## src/rtl/reg_bank_universal_pkg.sv

```systemverilog
// Shared definitions for the multi-channel universal register bank:
// operation encodings and channel-select sizing.
package reg_bank_universal_pkg;

  typedef enum logic [2:0] {
    MODE_HOLD    = 3'b000,
    MODE_LOAD    = 3'b001,
    MODE_SHL     = 3'b010,
    MODE_SHR     = 3'b011,
    MODE_INC     = 3'b100,
    MODE_DEC     = 3'b101,
    MODE_CLR     = 3'b110,
    MODE_CLR_ALL = 3'b111
  } mode_e;

  // Select bus is never narrower than one bit, even for a single channel.
  function automatic int sel_width(input int channels);
    return (channels > 1) ? $clog2(channels) : 1;
  endfunction

endpackage

```

## src/rtl/reg_bank_channel.sv

```systemverilog
// One channel of the register bank: value register, saturating arithmetic,
// shifts and the sticky saturation flag.
module reg_bank_channel
  import reg_bank_universal_pkg::*;
#(
  parameter int               WIDTH     = 8,
  parameter logic [WIDTH-1:0] RESET_VAL = '0
) (
  input  logic             clk,
  input  logic             reset,
  input  logic             op_en,
  input  logic             clr_all,
  input  logic [2:0]       mode,
  input  logic [WIDTH-1:0] data_in,
  input  logic             serial_in,
  output logic [WIDTH-1:0] value,
  output logic             ovf,
  output logic             zero
);

  localparam logic [WIDTH-1:0] ONE     = WIDTH'(1);
  localparam logic [WIDTH-1:0] ALL_ONE = '1;

  always_ff @(posedge clk or negedge reset) begin
    if (!reset) begin
      value <= RESET_VAL;
      ovf   <= 1'b0;
    end else if (clr_all) begin
      value <= '0;
      ovf   <= 1'b0;
    end else if (op_en) begin
      case (mode)
        MODE_LOAD: begin
          value <= data_in;
          ovf   <= 1'b0;
        end
        MODE_SHL: value <= {value[WIDTH-2:0], serial_in};
        MODE_SHR: value <= {serial_in, value[WIDTH-1:1]};
        // Saturating arithmetic: a blocked step only raises the sticky flag.
        MODE_INC: begin
          if (value == ALL_ONE) ovf <= 1'b1;
          else                  value <= value + ONE;
        end
        MODE_DEC: begin
          if (value == '0) ovf <= 1'b1;
          else             value <= value - ONE;
        end
        MODE_CLR: begin
          value <= '0;
          ovf   <= 1'b0;
        end
        default: ;
      endcase
    end
  end

  assign zero = (value == '0);

endmodule

```

## src/rtl/reg_bank_universal.sv

```systemverilog
// Multi-channel universal register bank: channel decode, the shared
// serial_out register and the read-back muxes.
module reg_bank_universal
  import reg_bank_universal_pkg::*;
#(
  parameter int               WIDTH     = 8,
  parameter int               CHANNELS  = 4,
  parameter logic [WIDTH-1:0] RESET_VAL = '0
) (
  input  logic                          clk,
  input  logic                          reset,
  input  logic                          en,
  input  logic [sel_width(CHANNELS)-1:0] ch_sel,
  input  logic [2:0]                    mode,
  input  logic [WIDTH-1:0]              data_in,
  input  logic                          serial_in,
  output logic [WIDTH-1:0]              data_out,
  output logic [CHANNELS*WIDTH-1:0]     all_out,
  output logic                          serial_out,
  output logic [CHANNELS-1:0]           zero,
  output logic [CHANNELS-1:0]           ovf
);

  localparam int               SEL_W    = sel_width(CHANNELS);
  localparam logic [SEL_W:0]   CH_LIMIT = (SEL_W + 1)'(CHANNELS);

  logic                sel_valid;
  logic                clr_all;
  logic [CHANNELS-1:0] ch_op;
  logic [WIDTH-1:0]    ch_val [CHANNELS];

  // Extra MSB lets the compare work when CHANNELS is a power of two.
  assign sel_valid = ({1'b0, ch_sel} < CH_LIMIT);
  assign clr_all   = en && (mode == MODE_CLR_ALL);

  always_comb begin
    ch_op = '0;
    for (int k = 0; k < CHANNELS; k++) begin
      if (en && sel_valid && (ch_sel == SEL_W'(k))) ch_op[k] = 1'b1;
    end
  end

  for (genvar k = 0; k < CHANNELS; k++) begin : g_ch
    reg_bank_channel #(
      .WIDTH     (WIDTH),
      .RESET_VAL (RESET_VAL)
    ) u_ch (
      .clk       (clk),
      .reset     (reset),
      .op_en     (ch_op[k]),
      .clr_all   (clr_all),
      .mode      (mode),
      .data_in   (data_in),
      .serial_in (serial_in),
      .value     (ch_val[k]),
      .ovf       (ovf[k]),
      .zero      (zero[k])
    );
    assign all_out[k*WIDTH +: WIDTH] = ch_val[k];
  end

  // Out-of-range selects read back as zero.
  always_comb begin
    data_out = '0;
    for (int k = 0; k < CHANNELS; k++) begin
      if (sel_valid && (ch_sel == SEL_W'(k))) data_out = ch_val[k];
    end
  end

  // The bit leaving the channel comes from its pre-shift value.
  always_ff @(posedge clk or negedge reset) begin
    if (!reset) begin
      serial_out <= 1'b0;
    end else if (en && sel_valid) begin
      if (mode == MODE_SHL)      serial_out <= data_out[WIDTH-1];
      else if (mode == MODE_SHR) serial_out <= data_out[0];
    end
  end

endmodule

```

## config.mk

```make
export PLATFORM = sky130hd
export DESIGN_NAME = reg_bank_universal
export DESIGN_NICKNAME = d
export VERILOG_FILES = /design/src/rtl/reg_bank_universal_pkg.sv /design/src/rtl/reg_bank_channel.sv /design/src/rtl/reg_bank_universal.sv
export SDC_FILE = /design/constraint.sdc
export NUM_CORES = 1
export LEC_CHECK = 0
export BUFFER_PORTS_ARGS = -buffer_cell sky130_fd_sc_hd__buf_4
export CAP_MARGIN = 30
export CORE_ASPECT_RATIO = 1.1
export CORE_MARGIN = 8
export CORE_UTILIZATION = 30
export DETAILED_ROUTE_END_ITERATION = 12
export GPL_ROUTABILITY_DRIVEN = 0
export GPL_TIMING_DRIVEN = 0
export PLACE_DENSITY = 0.44
export SLEW_MARGIN = 20
export SYNTH_ARGS = -nofsm -noshare
export SYNTH_HDL_FRONTEND = slang
export SYNTH_SLANG_ARGS = --single-unit
```

## constraint.sdc

```tcl
create_clock -name clk -period 4.8 [get_ports clk]
set_clock_uncertainty 0.2 [all_clocks]
set_input_delay 0 -clock clk [delete_from_list [all_inputs] [get_ports clk]]
set_output_delay 0 -clock clk [all_outputs]
set_load 0.01 [all_outputs]
```

[Word-level counts from Yosys, hierarchy flattened]
Cells that the tools add are included.
Word-level totals
  bits in registers: 37
  input bits: 17
  output and inout bits: 49
  word-level logic and storage cells: 124
Operators by class
  add/subtract/negate cells: 8
  equal/unequal tests: 30
  muxes and demuxes: 50
  reductions and logical operators: 27
Operators with widths (count)
  $pmux 8 s6: 4
  $mux 8: 20
  $add 8x1->8 const B: 4
  $eq 8x8->1 const B: 4
  $logic_not 8->1: 4
  $reduce_and 4->1: 8
  $sub 8x1->8 const B: 4
  $ne 3x2->1 const B: 8
  $ne 3x3->1 const B: 8
  $mux 1: 22
  $eq 3x3->1 const B: 4
  $pmux 1 s3: 4
  $reduce_bool 2->1: 5
  $reduce_bool 7->1: 1
  $eq 3x2->1 const B: 2
  $logic_and 1x1->1: 5
  $eq 2x2->1 const B: 2
  $reduce_bool 4->1: 1
  $eq 3x1->1 const B: 1
  $eq 2x1->1 const B: 1
  $logic_not 2->1: 1
  $reduce_and 2->1: 1
  $reduce_or 2->1: 1

[Longest topological paths before layout]
Gate-level depths: netlist of the first run.
  depth in word-level cells: 7
  gate-level depth with buffers: 13
  depth with buffers taken out: 10

[Hierarchy]
A second synthesis of the first run with hierarchy kept.
Second synthesis, totals
  cells, all modules: 571
  area, all modules: 4500.6 sq um
Modules (own cells, without submodules)
  reg_bank_channel: times used 4, cells an instance 134, area each 1034.7 sq um, sequential area each 225.2 sq um
  reg_bank_universal: times used 1, cells an instance 35, area each 361.6 sq um, sequential area each 25.0 sq um

[Least setup slack after synthesis of the first run]
Ideal clock, no wire load.
  path type: input -> register
  start point: input port mode[0]
  end point: register g_ch[0].u_ch.value[6]
  library setup time: 123 ps
  data arrival time: 2186 ps
  required time: 4477 ps
  path slack: 2291 ps
  stages: 12
  path buffers: 3
  path through: buf_2 > nand3b_4 > clkbuf_1 > clkbuf_1 > xnor2_1 > ha_1 > o31ai_1 > a21oi_1 > o211a_1 > or3_1 > a31oi_1 > o21ai_1
On the way
  word-level cells in the longest chain between the ends: 4
  elaborated cells between the ends (all ways): 16
  classes of those cells: 9 x eq/ne; 3 x mux; 4 x reduce/logical
RTL lines
  from (decl): line reg_bank_universal.sv:14  | input logic [2:0] mode,
  $eq 3x3->1 (tied with other cells): line reg_bank_channel.sv:32  | case (mode)
  $pmux 8 s6 or $logic_and 1x1->1 (tied branches): line reg_bank_channel.sv:32, reg_bank_universal.sv:34
  $mux 8 (tied with other cells): line reg_bank_channel.sv:31  | end else if (op_en) begin
  $mux 8 or $reduce_and 4->1 (tied branches)
  to (signal assigned): line reg_bank_channel.sv:34  | value <= data_in;
  to (signal assigned): line reg_bank_channel.sv:37  | MODE_SHL: value <= {value[WIDTH-2:0], serial_in};
  to (signal assigned): line reg_bank_channel.sv:38  | MODE_SHR: value <= {serial_in, value[WIDTH-1:1]};
  to (decl): line reg_bank_channel.sv:16  | output logic [WIDTH-1:0] value,
Several ways; a longest one is shown, not always the timed one. The select of a mux whose other input is x is not followed.
A chain may end at the register's enable or synchronous reset.

[Final worst setup path of the first run]
  start point: input port mode[1]
  end point: register g_ch[3].u_ch.value[6]
On the way
  word-level cells in the longest chain between the ends: 4
  elaborated cells between the ends (all ways): 16
  classes of those cells: 9 x eq/ne; 3 x mux; 4 x reduce/logical
RTL lines (line)
  $eq 3x3->1 (tied with other cells): reg_bank_channel.sv:32
  $pmux 8 s6 or $logic_and 1x1->1 (tied branches): reg_bank_channel.sv:32, reg_bank_universal.sv:34
  $mux 8 (tied with other cells): reg_bank_channel.sv:31
  $mux 8 or $reduce_and 4->1 (tied branches)
  to (signal assigned): reg_bank_channel.sv:34
  to (signal assigned): reg_bank_channel.sv:37
  to (signal assigned): reg_bank_channel.sv:38
  to (decl): reg_bank_channel.sv:16
Several ways; a longest one is shown, not always the timed one. The select of a mux whose other input is x is not followed.

==> results of run 1 <==
-- flip-flops by register name, summed over array words and instances (netlist names) --
name / cells
g_ch.u_ch.ovf: 4
g_ch.u_ch.value: 32
serial_out: 1
-- synthesized netlist by cell type (all sizes together) (3+ instances only) --
master,count
a211o,3
clkbuf,29
or2,8
a21boi,4
o22ai,15
a21oi,42
or4,6
nand3,24
o211ai,8
a22oi,6
nor3b,3
ha,15
xor2,5
o21a,4
a22o,3
o2111ai,4
o21ai,76
a31oi,7
xnor2,12
inv,17
o31ai,10
nand3b,3
and2,5
nor3,8
buf,26
mux2i,6
a32oi,3
a221o,7
nor2,38
nor4,4
nand2,68
and3,5
dfrtp,37
mux4,8
nand4,6
nor2b,3
nand2b,5
o221ai,5
-- placed cells by master, fill, tap and decap left out, drive strengths merged, types with 3 or more instances in the layout --
master / netlist / final
a211o: 3 / 3
a21boi: 4 / 4
a21oi: 42 / 42
a221o: 7 / 7
a22o: 3 / 3
a22oi: 6 / 6
a31oi: 7 / 7
a32oi: 3 / 3
and2: 5 / 5
and3: 5 / 5
buf: 26 / 90
clkbuf: 29 / 34
dfrtp: 37 / 37
ha: 15 / 15
inv: 17 / 17
mux2i: 6 / 6
mux4: 8 / 8
nand2: 68 / 68
nand2b: 5 / 5
nand3: 24 / 24
nand3b: 3 / 3
nand4: 6 / 6
nor2: 38 / 38
nor2b: 3 / 3
nor3: 8 / 8
nor3b: 3 / 3
nor4: 4 / 4
o2111ai: 4 / 4
o211ai: 8 / 8
o21a: 4 / 4
o21ai: 76 / 76
o221ai: 5 / 5
o22ai: 15 / 15
o31ai: 10 / 10
or2: 8 / 8
or4: 6 / 6
xnor2: 12 / 12
xor2: 5 / 5
-- power breakdown --
group / switching, mW / total, mW / internal [mW]
registers: 0.164 / 0.561 / 0.397
logic: 0.609 / 1.08 / 0.473
clock network: 0.155 / 0.453 / 0.297
total: 0.928 / 2.10 / 1.17
-- cell type report --
type                       count  area, µm²  share of cell area
timing repair buffer          66        498              0.0966
multi-input combinational    461       2980               0.577
clock buffer                   5        125              0.0243
sequential                    37        926               0.180
inverter                      18       67.6              0.0131
tap                          188        235              0.0456
clock inverter                 3       65.1              0.0126
buffer                        55        264              0.0512
-- metal layers --
metal | share of wire | vias to the layer above | global-route usage
li1 | - | 2283 | -
met1 | 0.44 | 2419 | 0.286
met2 | 0.45 | 229 | 0.328
met3 | 0.072 | 36 | 0.0415
met4 | 0.034 | 0 | 0.0985
met5 | 0 | - | 0
-- repair_timing --
item                                   4_1_cts  5_1_grt
endpoints found under the hold margin       38        0
resized for setup                            0        0
setup endpoints to repair                    0        0
hold buffers                                 2        0
-- metrics by stage --
step	setup WS (ns)	cells	hold WS [ns]	utilization	power [mW]
floorplan	2.29	571	-0.496	-	1.17
global placement	1.31	822	-0.185	0.358	1.63
detailed placement	1.30	823	-0.177	0.359	1.63
CTS	1.59	833	0.0416	0.374	2.10
global route	1.37	833	0.0849	0.374	2.22
finish	1.50	833	0.0168	0.374	2.10
-- cell families (layout without fill, tap and decap cells) --
family,after synthesis,count (layout),synth area share
compound gates,217,217,0.328
simple gates,194,194,0.229
buf+inv,73,147,0.0783
flops,37,37,0.219
fa+ha+maj,17,17,0.0493
xor+xnor,17,17,0.0352
mux,16,16,0.0621
-- final timing paths --
check / to / slack (ns) / cells after the start / from
setup / recovery: g_ch[3].u_ch.value[6]$_DFFE_PN0P_ / 1.50 / 12 / mode[1]
hold reg to reg: serial_out$_DFFE_PN0P_ / 0.28 / 2 / serial_out$_DFFE_PN0P_
setup reg to reg: g_ch[3].u_ch.value[6]$_DFFE_PN0P_ / 2.08 / 9 / g_ch[3].u_ch.value[1]$_DFFE_PN0P_
hold / removal: g_ch[2].u_ch.value[4]$_DFFE_PN0P_ / 0.02 / 2 / reset
max in group asynchronous: g_ch[3].u_ch.value[6]$_DFFE_PN0P_ / 4.03 / 2 / reset
min in group clk: g_ch[0].u_ch.value[0]$_DFFE_PN0P_ / 0.06 / 5 / data_in[0]
==> metrics.md, run 1 <==
| Metric | Value |
|---|---|
| Nets@finish | `just under 700` |
| Clock Root Buffer | `sky130_fd_sc_hd__clkbuf_16` |
| Per-instance average area after synthesis | `approximately 7.4 µm²` |
| IR drop worst, VDD | `168 µV` |
| Post-CTS setup buffers | `0` |
| Sum of buffers and inverters on the critical path | `3` |
| Detailed Route WL | `roughly 20 mm` |
| Port buffer count | `63` |
| FMAX | `roughly 0.3 GHz` |
| Via count of the first global-routing pass | `4624` |
| Global-route wire length before repair | `~29 mm` |
| Remaining DRCs | `0` |
| Final Hold Vio Count | `0` |
| Relative max-transition margin | `0.309` |
| Sum of negative setup slack | `0 ns` |
| PD cells | `approximately 410 nW/µm²` |
| Final count of negative-setup-slack endpoints | `0` |
| Result of the run | `complete, no violations` |
| Area growth syn-to-layout | `21.8%` |
| Die ar. | `approximately 18000 µm²` |
| Fraction of synthesis flops using an asynchronous set or reset pin | `1.00` |
| Cell count after synthesis | `approximately 570` |
| Top delay family on crit path | `buffers and inverters` |
| Part of the Yosys area used for sequential elements | `0.219` |
| Final period utilization | `0.688` |
| Via count | `slightly below 5000` |
| CTS tree | `yes` |
| Area share of the largest cell type after synthesis | `0.219` |
| Number of vias per cell | `slightly below 6` |
| Average wire per standard cell | `23.6 µm` |
| Number of sinks handled by clock tree synthesis | `37` |
| Antenna diodes | `0` |
| Time the final worst path needs with I/O delays and setup | `3.30 ns` |
| Required arrival time at the worst endpoint | `4.82 ns` |
| Maximum number of pins on one net before global-route repair | `38` |
| Leak | `between 2 and 2.5 nW` |
| Total nets after synthesis | `between 600 and 700` |
| Global routing usage summed across all routing layers | `0.215` |
| Die Span Y | `around 140 µm` |
| Standard cell area after detailed placement | `just under 5000 µm²` |
| Drt pass-1 iters | `5` |
| Crit path capture type | `flip-flop` |
| Startpoint type of the worst setup path | `input pin` |
| GRT overflow | `0` |
| Filler cell count | `1486` |
| Cell area after technology mapping | `~4200 µm²` |
| Largest stage delay, worst path | `around 0.76 ns` |
| Num CTS Buffers | `5` |
| Max Root-Sink Buffers | `2` |
| Endpoint arrival time on the critical path | `3.32 ns` |
| Starting DRC count in detailed routing | `around 470` |
| Flop and latch count out of synthesis | `37` |
| Worst hold-check path type | `input pin to asynchronous set/reset pin` |
| H-tree levels | `2` |
| Critical-path top delay cell | `sky130_fd_sc_hd__clkbuf_1` |
| Number of antenna violations at the first check in global routing | `0` |
| Number of library cell types mapped by synthesis | `between 70 and 80` |
| Most common flop cell mapped by yosys | `sky130_fd_sc_hd__dfrtp_1` |
| Fin area | `~5200 µm²` |
| Slew Limit Fails | `0` |
| Cell type with the highest aggregate area in the netlist | `sky130_fd_sc_hd__dfrtp_1` |
| CP cell instances | `buf_4 > nand3b_4 > clkbuf_1 > clkbuf_1 > xnor2_1 > ha_1 > o31ai_1 > a21oi_1 > o31a_1 > o221ai_1 > a32oi_1 > o22ai_1` |
| Critical path start-end classification | `input pin to flip-flop` |
| Setup repair after global routing missed its margin | `false` |
| Number of enable-type register cells in the synthesized netlist | `0` |
| Number of standard-cell rows in the floorplan | `45` |
| Number of warnings reported in the yosys synthesis log | `0` |
| Placeable core area | `about 14000 µm²` |
| Share of layout cells above drive strength 1 | `0.194` |
| Area contributors post-synth | `sky130_fd_sc_hd__dfrtp_1 22%, sky130_fd_sc_hd__o21ai_0 8.7%, sky130_fd_sc_hd__nand2_1 6.0%, sky130_fd_sc_hd__a21oi_1 4.8%, sky130_fd_sc_hd__ha_1 4.4%` |
| Post-detailed-placement half-perimeter wirelength | `between 10 and 15 mm` |
| Later-pin clock latency in the skew report | `0.30 ns` |
| Initial Util | `0.307` |
| Number of violations of the max-capacitance limit | `0` |
| Cell repeated most along the worst path | `sky130_fd_sc_hd__clkbuf_1` |
| Die extent in x | `129 µm` |
| IO Count | `between 60 and 70` |
| Worst-Margin Slew | `1.03 ns` |
| Antenna Nets Post-Route | `0` |
| Max Fanout on Critical Path | `10` |
| Clock-pin slew on the worst setup and hold paths | `0.06 ns` |
No activity file was read; power rests on OpenSTA's default activity.
==> run 2: changes to the inputs <==
==> constraint.sdc (replaced) <==
create_clock -name clk -period 3.1 [get_ports clk]
set_clock_uncertainty 0.2 [all_clocks]
set_input_delay 0 -clock clk [delete_from_list [all_inputs] [get_ports clk]]
set_output_delay 0 -clock clk [all_outputs]
set_load 0.01 [all_outputs]
==> run 2 against run 1 <==
- critical path depth stayed put
- final cell count is the same
- design area barely moved
- register-to-register slack lost 1.7 ns
- critical path type unchanged
- core utilization is essentially flat
- combinational power up 55%
- non-clock buffer count unchanged
- sequential power grew 54%
- setup slack worse by 1.2 ns
==> metrics.md, run 2 (synthesis gave the netlist of run 1 again) <==
| Metric | Value |
|---|---|
| Number of cells after detailed placement | `about 820` |
| Registers with the highest flip-flop counts | `g_ch.u_ch.value (32), g_ch.u_ch.ovf (4), serial_out (1)` |
| Placeable core area | `between 10000 and 15000 µm²` |
| Nets@finish | `a little under 700` |
| Setup repair after global routing missed its margin | `false` |
| Reg with most FFs | `g_ch.u_ch.value` |
| Crit path capture type | `flip-flop` |
| Leak | `2.21 nW` |
| Final count of negative-setup-slack endpoints | `0` |
| Later-pin clock latency in the skew report | `0.30 ns` |
| FF-to-FF Start | `g_ch[1].u_ch.value[1]$_DFFE_PN0P_` |
| Remaining DRCs | `0` |
| CTS tree | `yes` |
| Global-route wire length before repair | `29.2 mm` |
| Die Span Y | `roughly 140 µm` |
| Filler cell count | `roughly 1500` |
| Combined area of the multi-input logic cells | `approximately 3000 µm²` |
| Average wire per standard cell | `around 24 µm` |
| Critical path start-end classification | `input pin to flip-flop` |
| Starting DRC count in detailed routing | `roughly 460` |
| Detailed Route WL | `slightly below 20 mm` |
| FMAX | `0.358 GHz` |
| Clock Root Buffer | `sky130_fd_sc_hd__clkbuf_16` |
| Most common cell after layout, fill and taps aside | `sky130_fd_sc_hd__o21ai_0` |
| GRT overflow | `0` |
| Share of layout cells above drive strength 1 | `0.197` |
| H-tree levels | `2` |
| Max Fanout on Critical Path | `20` |
| Switching part of the total | `0.442` |
| Drt pass-1 iters | `6` |
| Antenna diodes | `0` |
| Relative max-transition margin | `0.325` |
| Final period utilization | `0.902` |
| Slew Limit Fails | `0` |
| Die extent in x | `129 µm` |
| IR drop worst, VDD | `263 µV` |
| Initial Util | `0.307` |
| Net Sw Power | `1.43 mW` |
| Required arrival time at the worst endpoint | `a little over 3 ns` |
| Antenna Nets Post-Route | `0` |
| Internal power summed over all cells | `between 1.5 and 2 mW` |
| Maximum number of pins on one net before global-route repair | `38` |
| Sequential cell area | `~930 µm²` |
| Area growth syn-to-layout | `21.9%` |
| Global routing usage summed across all routing layers | `0.215` |
| Via count | `between 4000 and 5000` |
| Max reg flops | `32` |
| Clock share of power | `0.216` |
| Number of violations of the max-capacitance limit | `0` |
| Number of standard-cell rows in the floorplan | `45` |
| IO Count | `66` |
| Number of antenna violations at the first check in global routing | `0` |
| Total power | `approximately 3.2 mW` |
| Worst hold-check path type | `input pin to asynchronous set/reset pin` |
| Share of power burned in combinational logic | `0.517` |
| Via count of the first global-routing pass | `about 4600` |
| Num CTS Buffers | `5` |
| Startpoint type of the worst setup path | `input pin` |
| Post-detailed-placement half-perimeter wirelength | `~14 mm` |
| Cell Count, Final, Fillers Out | `about 830` |
| Endpoint arrival time on the critical path | `2.78 ns` |
| PD cells | `between 600 and 700 nW/µm²` |
| Port buffer count | `63` |
| Worst-Margin Slew | `approximately 1.0 ns` |
| Clock-pin slew on the worst setup and hold paths | `roughly 0.060 ns` |
| Result of the run | `complete, no violations` |
| Time the final worst path needs with I/O delays and setup | `between 2 and 3 ns` |
| Max Root-Sink Buffers | `2` |
| Die ar. | `approximately 18000 µm²` |
| Number of sinks handled by clock tree synthesis | `37` |
| Register share of total power | `0.267` |
| Most frequent cells in the layout | `74 x sky130_fd_sc_hd__o21ai_0, 72 x sky130_fd_sc_hd__buf_4, 68 x sky130_fd_sc_hd__nand2_1, 41 x sky130_fd_sc_hd__a21oi_1` |
| Critical Path Start | `mode[1]` |
| Final Hold Vio Count | `0` |
| Number of vias per cell | `around 5.9` |
-- run 2: power by group through the flow --
stage          Combinational (mW)  Sequential (mW)  Clock (mW)
3_3_place_gp                 1.64            0.876           0
3_5_place_dp                 1.66            0.876           0
6_report                     1.67            0.866       0.701
2_1_floorplan               0.992            0.825           0
4_1_cts                      1.67            0.867       0.712
5_1_grt                      1.82            0.888       0.726
-- run 2: area by class of cell --
cell class / instances / share of cell area
inverter: 18 / 0.0131
timing repair buffer: 66 / 0.0965
clock buffer: 5 / 0.0242
clock inverter: 3 / 0.0126
multi-input combinational: 461 / 0.577
buffer: 55 / 0.0516
tap: 188 / 0.0456
sequential: 37 / 0.179
-- run 2: repair_timing --
action                                  4_1_cts  5_1_grt
resized for setup                             1        2
hold endpoints to repair                     38        0
gates cloned                                  0        0
buffers inserted                              0        0
endpoints found under the setup margin        4        1
hold buffers                                  2        0
-- run 2: per-layer routing --
metal	global-route usage	wire length (µm)	vias to the layer above
met5	0	0	-
met4	0.0997	658	0
met3	0.0419	1520	37
met2	0.328	8930	225
met1	0.285	8500	2415
li1	-	-	2279
-- run 2: critical path, stage by stage --
cell and delay [ns]:
sky130_fd_sc_hd__buf_4 0.14, sky130_fd_sc_hd__nand3b_4 0.25, sky130_fd_sc_hd__inv_2 0.20, sky130_fd_sc_hd__buf_6 0.21, sky130_fd_sc_hd__buf_2 0.51, sky130_fd_sc_hd__ha_1 0.41
sky130_fd_sc_hd__o31ai_1 0.09, sky130_fd_sc_hd__a21oi_1 0.10, sky130_fd_sc_hd__nor2_1 0.24, sky130_fd_sc_hd__mux2i_1 0.12, sky130_fd_sc_hd__a22o_1 0.23, sky130_fd_sc_hd__a32o_1 0.26
-- run 2: path summary, 6_finish.rpt --
check	endpoint	slack, ns	cells after the start
worst min register to register	serial_out$_DFFE_PN0P_	0.28	2
worst min-delay path	g_ch[2].u_ch.value[4]$_DFFE_PN0P_	0.02	2
worst max register to register	g_ch[1].u_ch.value[6]$_DFFE_PN0P_	0.39	10
worst max-delay path	g_ch[3].u_ch.value[4]$_DFFE_PN0P_	0.30	12
min in group clk	g_ch[0].u_ch.value[0]$_DFFE_PN0P_	0.06	5
max in group asynchronous	g_ch[3].u_ch.value[6]$_DFFE_PN0P_	2.32	2
-- run 2: per-stage QoR --
stage	util	setup TNS, ns	hold WS (ns)	cell area [µm²]	worst slack, ns
finish	0.374	0	0.0186	5160	0.305
global route	0.374	0	0.0849	5160	0.213
CTS	0.374	0	0.0416	5160	0.167
detailed placement	0.359	-2.09	-0.177	4950	-0.401
global placement	0.358	-1.84	-0.185	4940	-0.392
floorplan	-	0	-0.496	4230	0.591
==> run 3: changes to the inputs <==
--- a/config.mk
+++ b/config.mk
@@ -13,8 +13,9 @@
 export DETAILED_ROUTE_END_ITERATION = 12
 export GPL_ROUTABILITY_DRIVEN = 0
 export GPL_TIMING_DRIVEN = 0
-export PLACE_DENSITY = 0.44
+export PLACE_DENSITY = 0.43
 export SLEW_MARGIN = 20
 export SYNTH_ARGS = -nofsm -noshare
 export SYNTH_HDL_FRONTEND = slang
+export SYNTH_HIERARCHICAL = 1
 export SYNTH_SLANG_ARGS = --single-unit
==> run 3 against run 2 <==
- maximum frequency down 4.0%
- register-to-register slack better by 0.30 ns
- worst hold slack better by 0.0056 ns
- first-iteration DRC count down 14%
- core utilization down 1.0 points
- final cell count up 1.3%
- via count down 3.9%
- critical path depth unchanged
- combinational power down 18%
- synthesized cell count unchanged
- count of clock-buffer cells in the layout up 3
- largest power group unchanged
- global-route usage down 2.9 points
==> metrics.md, run 3 <==
| Metric | Value |
|---|---|
| Critical-path top delay cell | `sky130_fd_sc_hd__dlygate4sd3_1` |
| Reg with most FFs | `g_ch.u_ch/value` |
| Relative max-transition margin | `0.563` |
| Standard cell area after detailed placement | `5230 µm²` |
| Clock share of power | `0.197` |
| Layout Utilization | `0.364` |
| Fin area | `around 5400 µm²` |
| Area share of the largest cell type after synthesis | `0.206` |
| Worst min-delay path endpoint | `g_ch[2].u_ch/ovf$_DFFE_PN0P_` |
| Number of library cell types mapped by synthesis | `50` |
| CP cell instances | `dlygate4sd3_1 > buf_4 > clkbuf_1 > nand3b_1 > xnor2_1 > ha_1 > nor3b_1 > a21oi_1 > xnor2_1 > mux4_2 > mux2i_1 > nor2_1` |
| Global-route wire length before repair | `between 20 and 30 mm` |
| Sum of negative setup slack | `0 ns` |
| H-tree levels | `2` |
| Registers with the highest flip-flop counts | `g_ch.u_ch/value (32), g_ch.u_ch/ovf (4), serial_out (1)` |
| Drt pass-1 iters | `7` |
| Number of vias per cell | `5.64` |
| Antenna diodes | `0` |
| Die Span Y | `between 100 and 150 µm` |
| FMAX | `between 0.3 and 0.4 GHz` |
| Top post-synthesis cells by count | `61 x sky130_fd_sc_hd__nor2_1, 56 x sky130_fd_sc_hd__nand2_1, 54 x sky130_fd_sc_hd__a21oi_1` |
| Library cell with the highest instance count after synthesis | `sky130_fd_sc_hd__nor2_1` |
| Initial Util | `0.302` |
| Critical path start-end classification | `input pin to flip-flop` |
| Nets@finish | `about 670` |
| Number of cells after detailed placement | `a little over 800` |
| Capture point of the worst reg-to-reg path | `g_ch[2].u_ch/value[2]$_DFFE_PN0P_` |
| Result of the run | `complete, no violations` |
| Final Hold Vio Count | `0` |
| Total nets after synthesis | `slightly below 600` |
| Port buffer count | `64` |
| Starting DRC count in detailed routing | `395` |
| Crit path capture type | `flip-flop` |
| IO Count | `66` |
| Share of power burned in combinational logic | `0.501` |
| Number of violations of the max-capacitance limit | `0` |
| Number of antenna violations at the first check in global routing | `0` |
| Most common flop cell mapped by yosys | `sky130_fd_sc_hd__dfrtp_1` |
| Max Root-Sink Buffers | `2` |
| Per-instance average area after synthesis | `just under 8 µm²` |
| Cell Count, Final, Fillers Out | `roughly 840` |
| Area contributors post-synth | `sky130_fd_sc_hd__dfrtp_1 21%, sky130_fd_sc_hd__mux2i_1 6.7%, sky130_fd_sc_hd__a21oi_1 6.0%, sky130_fd_sc_hd__nor2_1 5.1%, sky130_fd_sc_hd__mux4_2 5.0%` |
| Worst reg-to-reg setup slack | `0.69 ns` |
| Cell area after technology mapping | `between 4000 and 5000 µm²` |
| Via count | `around 4800` |
| Required arrival time at the worst endpoint | `3.06 ns` |
| FF-to-FF Start | `g_ch[2].u_ch/value[1]$_DFFE_PN0P_` |
| Clock-pin slew on the worst setup and hold paths | `approximately 0.060 ns` |
| Global routing usage summed across all routing layers | `0.187` |
| Startpoint type of the worst setup path | `input pin` |
| Die extent in x | `~130 µm` |
| Worst Hold Depth | `5` |
| Via count of the first global-routing pass | `approximately 4600` |
| Filler cell count | `1593` |
| Final count of negative-setup-slack endpoints | `0` |
| Number of enable-type register cells in the synthesized netlist | `0` |
| Slew Limit Fails | `0` |
| Detailed Route WL | `17.8 mm` |
| Post-detailed-placement half-perimeter wirelength | `12.7 mm` |
| Placeable core area | `between 10000 and 15000 µm²` |
| Area growth syn-to-layout | `20.2%` |
| Cts repair resizes | `0` |
| Maximum number of pins on one net before global-route repair | `38` |
| Time the final worst path needs with I/O delays and setup | `~2.9 ns` |
| Average wire per standard cell | `approximately 21 µm` |
| Setup repair after global routing missed its margin | `false` |
| PD cells | `between 500 and 600 nW/µm²` |
| GRT overflow | `0` |
| Largest stage delay, worst path | `0.52 ns` |
| Antenna Nets Post-Route | `0` |
| IR drop worst, VDD | `about 210 µV` |
| Max reg flops | `32` |
| Most frequent cells in the layout | `65 x sky130_fd_sc_hd__buf_4, 61 x sky130_fd_sc_hd__nor2_1, 56 x sky130_fd_sc_hd__nand2_1, 54 x sky130_fd_sc_hd__a21oi_1, 37 x sky130_fd_sc_hd__dfrtp_1` |
| Final period utilization | `0.939` |
| Part of the Yosys area used for sequential elements | `0.206` |
| Flop and latch count out of synthesis | `37` |
| Cell type with the highest aggregate area in the netlist | `sky130_fd_sc_hd__dfrtp_1` |
| Die ar. | `about 19000 µm²` |
| Clock Root Buffer | `sky130_fd_sc_hd__clkbuf_16` |
| Number of warnings reported in the yosys synthesis log | `6` |
| Cell count after synthesis | `571` |
| Remaining DRCs | `0` |
| Worst-Margin Slew | `between 0.6 and 0.7 ns` |
| CTS tree | `yes` |
| Worst hold-check path type | `input pin to flip-flop` |
| Fraction of synthesis flops using an asynchronous set or reset pin | `1.00` |
| Worst Min Path Start | `en` |
| Net Sw Power | `roughly 1.2 mW` |
| Register share of total power | `0.302` |
| Endpoint arrival time on the critical path | `approximately 2.9 ns` |
| Later-pin clock latency in the skew report | `just under 0.3 ns` |
| Switching part of the total | `0.428` |
| Num CTS Buffers | `5` |
| Internal power summed over all cells | `roughly 1.6 mW` |
| Share of layout cells above drive strength 1 | `0.222` |
| Cell depth of the worst flop-to-flop path | `9` |
| Leak | `2.17 nW` |
| Number of sinks handled by clock tree synthesis | `37` |
| Number of standard-cell rows in the floorplan | `47` |
| Cell repeated most along the worst path | `sky130_fd_sc_hd__xnor2_1` |
| Most common cell after layout, fill and taps aside | `sky130_fd_sc_hd__buf_4` |
| Total power | `~2.7 mW` |
| Max Fanout on Critical Path | `8` |
==> run 3: timing repair <==
item                                    4_1_cts  5_1_grt
setup buffers                                 0        1
hold buffers                                  4        0
endpoints found under the hold margin        41        0
endpoints found under the setup margin        0        2
==> run 3: worst max-delay path by stage <==
stage	from	to	slack [ns]	cells past startpoint
finish	mode[2]	g_ch[0].u_ch/value[2]$_DFFE_PN0P_	0.19	12
global route	mode[2]	g_ch[3].u_ch/value[2]$_DFFE_PN0P_	0.01	12
global placement	mode[0]	g_ch[3].u_ch/value[2]$_DFFE_PN0P_	0.48	11
CTS	mode[2]	g_ch[0].u_ch/value[2]$_DFFE_PN0P_	0.25	12
detailed placement	mode[2]	g_ch[0].u_ch/value[2]$_DFFE_PN0P_	0.47	11
floorplan	g_ch[0].u_ch/value[1]$_DFFE_PN0P_	g_ch[0].u_ch/value[2]$_DFFE_PN0P_	0.87	9
==> run 3: layout make-up <==
class / count / area (µm²) / share of cell area
buffer: 47 / 272 / 0.0502
clock buffer: 8 / 136 / 0.0252
inverter: 17 / 63.8 / 0.0118
multi-input combinational: 470 / 3240 / 0.599
sequential: 37 / 926 / 0.171
tap: 196 / 245 / 0.0453
timing repair buffer: 69 / 528 / 0.0976
==> run 3: power by group through the flow <==
stage | registers, mW | logic [mW] | clock network [mW]
finish | 0.822 | 1.37 | 0.536
global route | 0.845 | 1.50 | 0.575
CTS | 0.825 | 1.38 | 0.570
detailed placement | 0.834 | 1.36 | 0
global placement | 0.836 | 1.35 | 0
floorplan | 0.764 | 0.882 | 0
==> run 3: through the flow <==
stage / worst slack (ns) / hold slack (ns)
4_1_cts: 0.248 / 0.00628
3_3_place_gp: 0.477 / -0.164
6_report: 0.188 / 0.0243
5_1_grt: 0.0111 / 0.0471
3_5_place_dp: 0.472 / -0.154
2_1_floorplan: 0.872 / -0.496
==> run 3: logic make-up (layout without fill, tap and decap cells) <==
kind of cell,Yosys count,count (layout),synth area share
compound gates,166,166,0.258
xor+xnor,20,20,0.0389
fa+ha+maj,4,4,0.0111
buf+inv,64,141,0.0745
flops,37,37,0.206
mux,50,50,0.143
simple gates,230,230,0.269
==> run 3: critical path: cells and delay by family <==
kind                       cells  cell delay (ns)
buffers and inverters          3             1.02
muxes                          2             0.59
and+or+nand+nor                3             0.58
xor gates and xnor gates       2             0.35
adders and majority gates      1             0.26
AOI/OAI and AO/OA              1             0.08
==> run 3: layer usage <==
metal | vias up | routed length, µm | GRT usage
met5 | - | 0 | 0
met2 | 136 | 8380 | 0.307
met1 | 2342 | 8250 | 0.243
met3 | 21 | 829 | 0.0354
li1 | 2265 | - | -
met4 | 0 | 343 | 0.0550
